**config.mk**
```make
export PLATFORM = sky130hd
export DESIGN_NAME = tx_shifter
export DESIGN_NICKNAME = d
export VERILOG_FILES = /design/src/rtl/tx_shifter.sv
export SDC_FILE = /design/constraint.sdc
export NUM_CORES = 1
export LEC_CHECK = 0
export BUFFER_PORTS_ARGS = -buffer_cell sky130_fd_sc_hd__buf_4
export CAP_MARGIN = 10
export CORE_MARGIN = 3
export CORE_UTILIZATION = 51
export DETAILED_ROUTE_END_ITERATION = 16
export PLACE_DENSITY_LB_ADDON = 0.25
export SYNTH_ARGS = -nofsm -noshare
export SYNTH_HDL_FRONTEND = slang
export SYNTH_SLANG_ARGS = --single-unit
```
**constraint.sdc**
```tcl
create_clock -name clk -period 2 [get_ports clk]
set_clock_uncertainty 0.15 [all_clocks]
set_input_delay 0.1 -clock clk [delete_from_list [all_inputs] [get_ports clk]]
set_output_delay 0.1 -clock clk [all_outputs]
set_load 0.02 [all_outputs]
```
**src/rtl/tx_shifter.sv**
```systemverilog
// Serial transmitter: a holding register feeds a shift register that sends
// start, eight data bits LSB first and stop, each bit lasting OVS en ticks.
module tx_shifter #(
    parameter int OVS = 16
) (
    input  logic       clk,
    input  logic       rst,
    input  logic       en,
    input  logic       load,
    input  logic [7:0] data_in,
    output logic       tx,
    output logic       tbr,
    output logic       busy,
    output logic [1:0] state_dbg
);

    localparam int TW = $clog2(OVS);

    typedef enum logic [1:0] {
        IDLE  = 2'd0,
        START = 2'd1,
        DATA  = 2'd2,
        STOP  = 2'd3
    } state_t;

    state_t          state;
    logic [7:0]      hold_data;
    logic [7:0]      shift;
    logic            hold_full;
    logic            hold_armed;
    logic [TW-1:0]   tick_cnt;
    logic [2:0]      bit_cnt;
    logic            load_ok;
    logic            launch;
    logic            bit_end;

    // Handshake: load is a single-cycle strobe, honoured only while tbr=1;
    // a strobe seen while tbr=0 is dropped without any effect.
    assign load_ok   = load & ~hold_full;
    assign launch    = (state == IDLE) & hold_full & hold_armed;
    assign bit_end   = en & (tick_cnt == TW'(OVS - 1));
    assign tbr       = ~hold_full;
    assign state_dbg = state;

    always_ff @(posedge clk) begin
        if (rst) begin
            state      <= IDLE;
            tx         <= 1'b1;
            busy       <= 1'b0;
            hold_data  <= 8'h00;
            hold_full  <= 1'b0;
            hold_armed <= 1'b0;
            shift      <= 8'h00;
            tick_cnt   <= '0;
            bit_cnt    <= 3'd0;
        end else begin
            // A byte loaded while idle waits one extra cycle before launch, so
            // launch latency is a fixed two edges; one loaded mid-frame is armed at once.
            if (load_ok) begin
                hold_data  <= data_in;
                hold_full  <= 1'b1;
                hold_armed <= (state != IDLE);
            end else if (launch) begin
                hold_full  <= 1'b0;
                hold_armed <= 1'b0;
            end else begin
                hold_armed <= hold_full;
            end

            if (state != IDLE && en) begin
                tick_cnt <= bit_end ? '0 : tick_cnt + 1'b1;
            end

            case (state)
                IDLE: begin
                    tx       <= 1'b1;
                    busy     <= 1'b0;
                    tick_cnt <= '0;
                    bit_cnt  <= 3'd0;
                    if (launch) begin
                        shift <= hold_data;
                        state <= START;
                        tx    <= 1'b0;
                        busy  <= 1'b1;
                    end
                end
                START: begin
                    if (bit_end) begin
                        state <= DATA;
                        tx    <= shift[0];
                    end
                end
                DATA: begin
                    if (bit_end) begin
                        if (bit_cnt == 3'd7) begin
                            state <= STOP;
                            tx    <= 1'b1;
                        end else begin
                            shift   <= shift >> 1;
                            tx      <= shift[1];
                            bit_cnt <= bit_cnt + 3'd1;
                        end
                    end
                end
                STOP: begin
                    if (bit_end) begin
                        state <= IDLE;
                        busy  <= 1'b0;
                    end
                end
                default: state <= IDLE;
            endcase
        end
    end

endmodule

```
==> impl_results.md, run 1 <==
- Status: completed
- ANT cells: 0
- Critical path type: reg2reg
- Syn avg cell area: between 9 and 10 µm²
- Yosys warning count: 0
- Max clock buf depth: 2
- Critical path arrival: just under 2 ns
- Fill count: around 200
- DR vias: approximately 1200
- Crit end category: register
- Slew HR: 0.786
- Seq/Total Area, Yosys: 0.410
- Initial antenna violation count: 0
- Post-synthesis register bit count: 29
- DIE AREA: 0.00344 mm²
- WL final: 3160 µm
- Worst-path clk slew: approximately 0.090 ns
- Area Overhead vs Synth: 29.4%
- Final Instance Area: 0.00183 mm²
- Nets: ~200
- Post-Syn Area: about 0.0014 mm²
- Core area: 0.00257 mm²
- Largest net degree at the start of global routing: 30
- Placed cell areas: 0.00158 mm²
- Worst-Skew Late Latency: between 0.3 and 0.4 ns
- Most frequent cells in the layout: dfxtp_1 (27), buf_4 (25), nor2_1 (20)
- CTS Buf Count: 5
- Crit start category: register
- MaxCap Viol Count: 0
- Worst EP required: about 2.1 ns
- Leakage: about 0.74 nW
- Final antenna-violating net count: 0
- DR iter-0 viols: 35
- Fin crit share: 0.950
- Die Span X: roughly 59 µm
- Max Slew Vio Count: 0
- DRC Markers: 0
- Gr ovfl total: 0
- Die height: 58.7 µm
- Final hold viol count: 0
- Netlist cell types: 34
- Ratio of cells with drive above 1 in the final layout: 0.246
- H-tree depth: 2
- Initial core utilization: 0.551
- Total negative slack: 0 ns
- Vias in the first global route: 1207
- Count of input and output buffers: 16
- Syn_nets: roughly 160
- # clock sinks: 29
- PD cells: 997 mW/mm²
- Final GP Congestion: 0.814
- Peak supply drop: 0.000645 V
- CTS root buf: clkbuf_4
- Post-DP HPWL: just under 2000 µm
- Row cnt: 18
- WL/cell: 14.8 µm
- Setup WS pre-CTS: approximately 0.06 ns
- Final worst slack: 0.0993 ns
- Finish-stage setup viols: 0
- CTS tree: done
- Router iterations before antenna repair: 4
- Crit path max fanout: 7
- Commonest non-fill, non-tap cell in the layout: dfxtp_1
- Number of I/O pins: 17
- Vias/cell: 5.67
- GR Util All Layers: 0.205
- Fmax achieved: between 500 and 600 MHz
- Worst hold slack: roughly 0.33 ns
- First-pass GRT wire length: around 5400 µm
- Cells after Synth: around 140
- Hold crit path type: reg2reg
- Least-Margin Pin Slew: about 0.32 ns
- Post-layout minimum cycle time: 1.90 ns
==> layout make-up <==
cell class	instances	area [µm²]	area share
inverters	3	11.3	0.00615
repair buffers	40	338	0.184
flip-flops and latches	29	586	0.320
clock buffers	7	55.1	0.0301
multi-input cells	104	805	0.439
well taps	30	37.5	0.0205
==> metal layers <==
| metal | vias to the layer above | wire length (µm) | track usage |
|---|---|---|---|
| li1 | 603 | - | - |
| met1 | 571 | 1440 | 0.239 |
| met2 | 30 | 1560 | 0.348 |
| met3 | 4 | 124 | 0.0636 |
| met4 | 0 | 43 | 0.0874 |
| met5 | - | 0 | 0 |
==> logic make-up after synthesis <==
group                    share of synthesized area
AO/OA/AOI/OAI                                0.174
XOR/XNOR                                    0.0124
buffers and inverters                       0.0442
adder cells (fa/ha/maj)                     0.0707
flip-flops                                   0.410
multiplexers                                 0.142
AND/OR/NAND/NOR                              0.146
==> critical path, cell delays in order (launching register included) <==
cell and delay (ns):
dfxtp_4 0.37, inv_1 0.11, ha_2 0.27, buf_4 0.18, nand2b_2 0.21, o21ai_4 0.12, buf_4 0.15, a311oi_1 0.25
==> cells in the mapped netlist <==
library cell | instances | area, µm²
dfxtp_1 | 29 | 581
nor2_1 | 20 | 75.1
mux2i_1 | 19 | 190
a21oi_1 | 12 | 60.1
ha_1 | 8 | 100
a311oi_1 | 7 | 61.3
nand2_1 | 6 | 22.5
nor3_1 | 4 | 20.0
buf_2 | 3 | 15.0
clkbuf_1 | 3 | 11.3
inv_1 | 3 | 11.3
a21boi_0 | 2 | 15.0
a311oi_2 | 2 | 30.0
nand2b_1 | 2 | 12.5
nor2b_1 | 2 | 12.5
o21ai_0 | 2 | 10.0
xor2_1 | 2 | 17.5
a211o_1 | 1 | 8.76
a211oi_1 | 1 | 7.51
a211oi_2 | 1 | 12.5
a32oi_1 | 1 | 8.76
and4_2 | 1 | 10.0
buf_6 | 1 | 11.3
clkbuf_8 | 1 | 13.8
mux2_2 | 1 | 11.3
nand3_1 | 1 | 5.00
nand4_1 | 1 | 6.26
nand4_4 | 1 | 21.3
nand4b_1 | 1 | 8.76
nor4_1 | 1 | 6.26
o211ai_1 | 1 | 7.51
o21ai_4 | 1 | 16.3
o22a_1 | 1 | 8.76
or3_1 | 1 | 6.26
==> repair_timing <==
action | 4_1_cts | 5_1_grt
setup endpoints to repair | 0 | 12
hold buffers | 15 | 0
setup buffers | 0 | 2
resized for setup | 0 | 9
endpoints found under the hold margin | 12 | 0
==> stage by stage <==
step | power [mW] | util | cells
floorplan | 1.22 | - | 143
global placement | 1.33 | 0.614 | 188
detailed placement | 1.36 | 0.614 | 188
CTS | 1.75 | 0.693 | 210
global route | 1.95 | 0.713 | 213
finish | 1.83 | 0.713 | 213
==> final timing paths <==
kind	startpoint	end	slack [ns]	cells past startpoint
worst max-delay path	state_dbg[0]	shift[6]	0.1	7
worst min-delay path	tx	tx	0.33	1
worst max register to register	state_dbg[0]	shift[6]	0.1	7
worst min register to register	tx	tx	0.33	1
==> sequential cells by signal, summed over array words and instances (netlist names) <==
signal      cells
hold_data       8
bit_cnt         3
state_dbg       2
shift           8
tick_cnt        4
hold_full       1
tx              1
hold_armed      1
busy            1
==> report_power, final <==
group,total [mW],switching [mW],leakage (nW),internal (mW)
Sequential,0.708,0.0534,0.238,0.655
Combinational,0.758,0.408,0.470,0.350
Clock,0.361,0.195,0.0314,0.166
Power figures use the tool's default switching activity.
==> run 2: changes to the inputs <==
--- a/config.mk
+++ b/config.mk
@@ -8,7 +8,7 @@
 export BUFFER_PORTS_ARGS = -buffer_cell sky130_fd_sc_hd__buf_4
 export CAP_MARGIN = 10
 export CORE_MARGIN = 3
-export CORE_UTILIZATION = 51
+export CORE_UTILIZATION = 49
 export DETAILED_ROUTE_END_ITERATION = 16
 export PLACE_DENSITY_LB_ADDON = 0.25
 export SYNTH_ARGS = -nofsm -noshare
==> run 2 against run 1 <==
Effect of this change: sequential share of layout area is 0.76 points lower; final cell count rose by 1.4%; via count fell by 0.91%; utilization up 0.78 points; sequential cell count unchanged; register-to-register slack worse by 0.02 ns; routed wire length up 0.60%; design area up 2.9%; global-route usage fell by 0.65 points; clock power up 42%.
==> impl_results.md, run 2 (synthesized netlist as in run 1, its figures left out) <==
- Vias in the first global route: 1171 (was 1207)
- DR vias: 1197 (was 1208)
- Post-layout minimum cycle time: 1.92 ns (was 1.90 ns)
- GR Util All Layers: 0.199 (was 0.205)
- Router iterations before antenna repair: 4 (unchanged)
- Final worst slack: 0.0791 ns (was 0.0993 ns)
- Number of I/O pins: 17 (unchanged)
- ANT cells: 0 (unchanged)
- Max Slew Vio Count: 0 (unchanged)
- Largest net degree at the start of global routing: 30 (unchanged)
- Post-Place Cells: 188 (unchanged)
- Most frequent cells in the layout: dfxtp_1 (27), buf_4 (24), nor2_1 (20) (was dfxtp_1 (27), buf_4 (25), nor2_1 (20))
- Row cnt: 18 (unchanged)
- Critical path type: reg2reg (unchanged)
- Peak supply drop: 0.000867 V (was 0.000645 V)
- Die height: 59.7 µm (was 58.7 µm)
- Initial antenna violation count: 0 (unchanged)
- DRC Markers: 0 (unchanged)
- Initial core utilization: 0.542 (was 0.551)
- Post-Layout Cell Count: 216 (was 213)
- WHS Path Cells: 1 (unchanged)
- CTS Buf Count: 5 (unchanged)
- Commonest non-fill, non-tap cell in the layout: dfxtp_1 (unchanged)
- Final GP Congestion: 0.807 (was 0.814)
- Crit path max fanout: 5 (was 7)
- Switch Pwr: 0.683 mW (was 0.657 mW)
- DR iter-0 viols: 33 (was 35)
- Max clock buf depth: 2 (unchanged)
- Crit start category: register (unchanged)
- Crit end category: register (unchanged)
- Nets: 205 (was 203)
- Die Span X: 59.7 µm (was 58.7 µm)
- Slowest stage delay, CP: 0.41 ns (was 0.37 ns)
- Comb power frac: 0.390 (was 0.415)
- WL/cell: 14.7 µm (was 14.8 µm)
- PD cells: 1060 mW/mm² (was 997 mW/mm²)
- Finish-stage setup viols: 0 (unchanged)
- Hold crit path type: reg2reg (unchanged)
- First-pass GRT wire length: 5260 µm (was 5380 µm)
- Worst-path clk slew: 0.10 ns (was 0.09 ns)
- Fmax achieved: 521 MHz (was 526 MHz)
- H-tree depth: 2 (unchanged)
- Final antenna-violating net count: 0 (unchanged)
- CTS root buf: clkbuf_4 (unchanged)
- R2R cell count: 6 (was 7)
- DIE AREA: 0.00357 mm² (was 0.00344 mm²)
- Fin crit share: 0.960 (was 0.950)
- Placed cell areas: 0.00158 mm² (unchanged)
- Final Instance Area: 0.00188 mm² (was 0.00183 mm²)
- Core area: 0.00261 mm² (was 0.00257 mm²)
- Post-DP HPWL: 2020 µm (was 1950 µm)
- Sequential share of power: 0.354 (was 0.388)
- Sw Share: 0.341 (was 0.359)
- Setup WS pre-CTS: 0.0189 ns (was 0.0598 ns)
- Worst EP required: 2.10 ns (was 2.08 ns)
- Vias/cell: 5.54 (was 5.67)
- Status: completed (unchanged)
- Slew HR: 0.762 (was 0.786)
- CP max-delay cell: or3_1 (was dfxtp_4)
- Count of input and output buffers: 16 (unchanged)
- Area Overhead vs Synth: 33.2% (was 29.4%)
- Ratio of cells with drive above 1 in the final layout: 0.237 (was 0.246)
- Top Registers: hold_data: 8 flops, shift: 8 flops, tick_cnt: 4 flops (unchanged)
- Total negative slack: 0 ns (unchanged)
- # clock sinks: 29 (unchanged)
- Most common cell on crit path: a211oi_2 (was buf_4)
- Gr ovfl total: 0 (unchanged)
- Final hold viol count: 0 (unchanged)
- Least-Margin Pin Slew: 0.354 ns (was 0.322 ns)
- MaxCap Viol Count: 0 (unchanged)
- Proportion of power drawn by the clock network: 0.256 (was 0.198)
- WL final: 3180 µm (was 3160 µm)
- Crit-path cells: inv_1 -> ha_2 -> or3_1 -> a211oi_2 -> nor2_1 -> a211oi_2 (was inv_1 -> ha_2 -> buf_4 -> nand2b_2 -> o21ai_4 -> buf_4 -> a311oi_1)
- Critical path arrival: 2.02 ns (was 1.98 ns)
- Worst-Skew Late Latency: 0.33 ns (was 0.32 ns)
- CTS tree: done (unchanged)
- Internal power: 1.32 mW (was 1.17 mW)
- Leakage: 0.775 nW (was 0.740 nW)
==> run 2: cell count changes in the layout (fill, tap and decap cells not counted), sizes merged <==
cell         change
bufinv           +1
o21ai            -1
dlygate4sd3      +3
==> run 2: path summary, 6_finish.rpt <==
kind	to	slack, ns	from
setup / recovery	state_dbg[0]	0.08	state_dbg[0]
hold / removal	tx	0.33	tx
setup reg to reg	state_dbg[0]	0.08	state_dbg[0]
hold reg to reg	tx	0.33	tx
==> run 2: layer usage <==
layer,vias to the layer above,GRT usage,part of all wire
met5,-,0,0
met4,0,0.0759,0.018
met3,6,0.0778,0.051
met2,29,0.321,0.49
met1,560,0.236,0.45
li1,602,-,-
==> run 2: cell type report <==
type                            count  area (µm²)
Tap cell                           30        37.5
Sequential cell                    29         588
Clock buffer                        7        55.1
Fill cell                         194         728
Multi-Input combinational cell    103         782
Inverter                            3        11.3
Clock inverter                      1        30.0
Timing Repair Buffer               43         380
==> run 2: timing repair <==
| action | CTS | global route |
|---|---|---|
| resized for setup | 1 | 5 |
| pin swaps | 0 | 2 |
| buffers inserted | 0 | 2 |
| endpoints found under the hold margin | 20 | 0 |
| hold buffers | 18 | 0 |
| endpoints found under the setup margin | 1 | 10 |
==> run 2: power groups by stage <==
stage | Combinational (mW) | Sequential, mW | Clock (mW)
after CTS | 0.688 | 0.705 | 0.515
after detailed placement | 0.654 | 0.717 | 0
after global placement | 0.626 | 0.714 | 0
final | 0.782 | 0.709 | 0.513
after floorplan | 0.494 | 0.725 | 0
after global routing | 0.846 | 0.719 | 0.547
==> run 2: critical path: cells and delay by family (launching register included) <==
family	cells	cell delay, ns
adders and majority gates	1	0.23
DFF	1	0.38
AOI/OAI and AO/OA	2	0.49
buffers and inverters	1	0.08
and+or+nand+nor	2	0.51
==> run 2: stage by stage <==
step / power, mW / util / hold WS [ns]
6_report: 2.00 / 0.721 / 0.329
5_1_grt: 2.11 / 0.721 / 0.356
4_1_cts: 1.91 / 0.705 / 0.332
3_5_place_dp: 1.37 / 0.603 / 0.190
3_3_place_gp: 1.34 / 0.603 / 0.182
2_1_floorplan: 1.22 / - / 0.0971
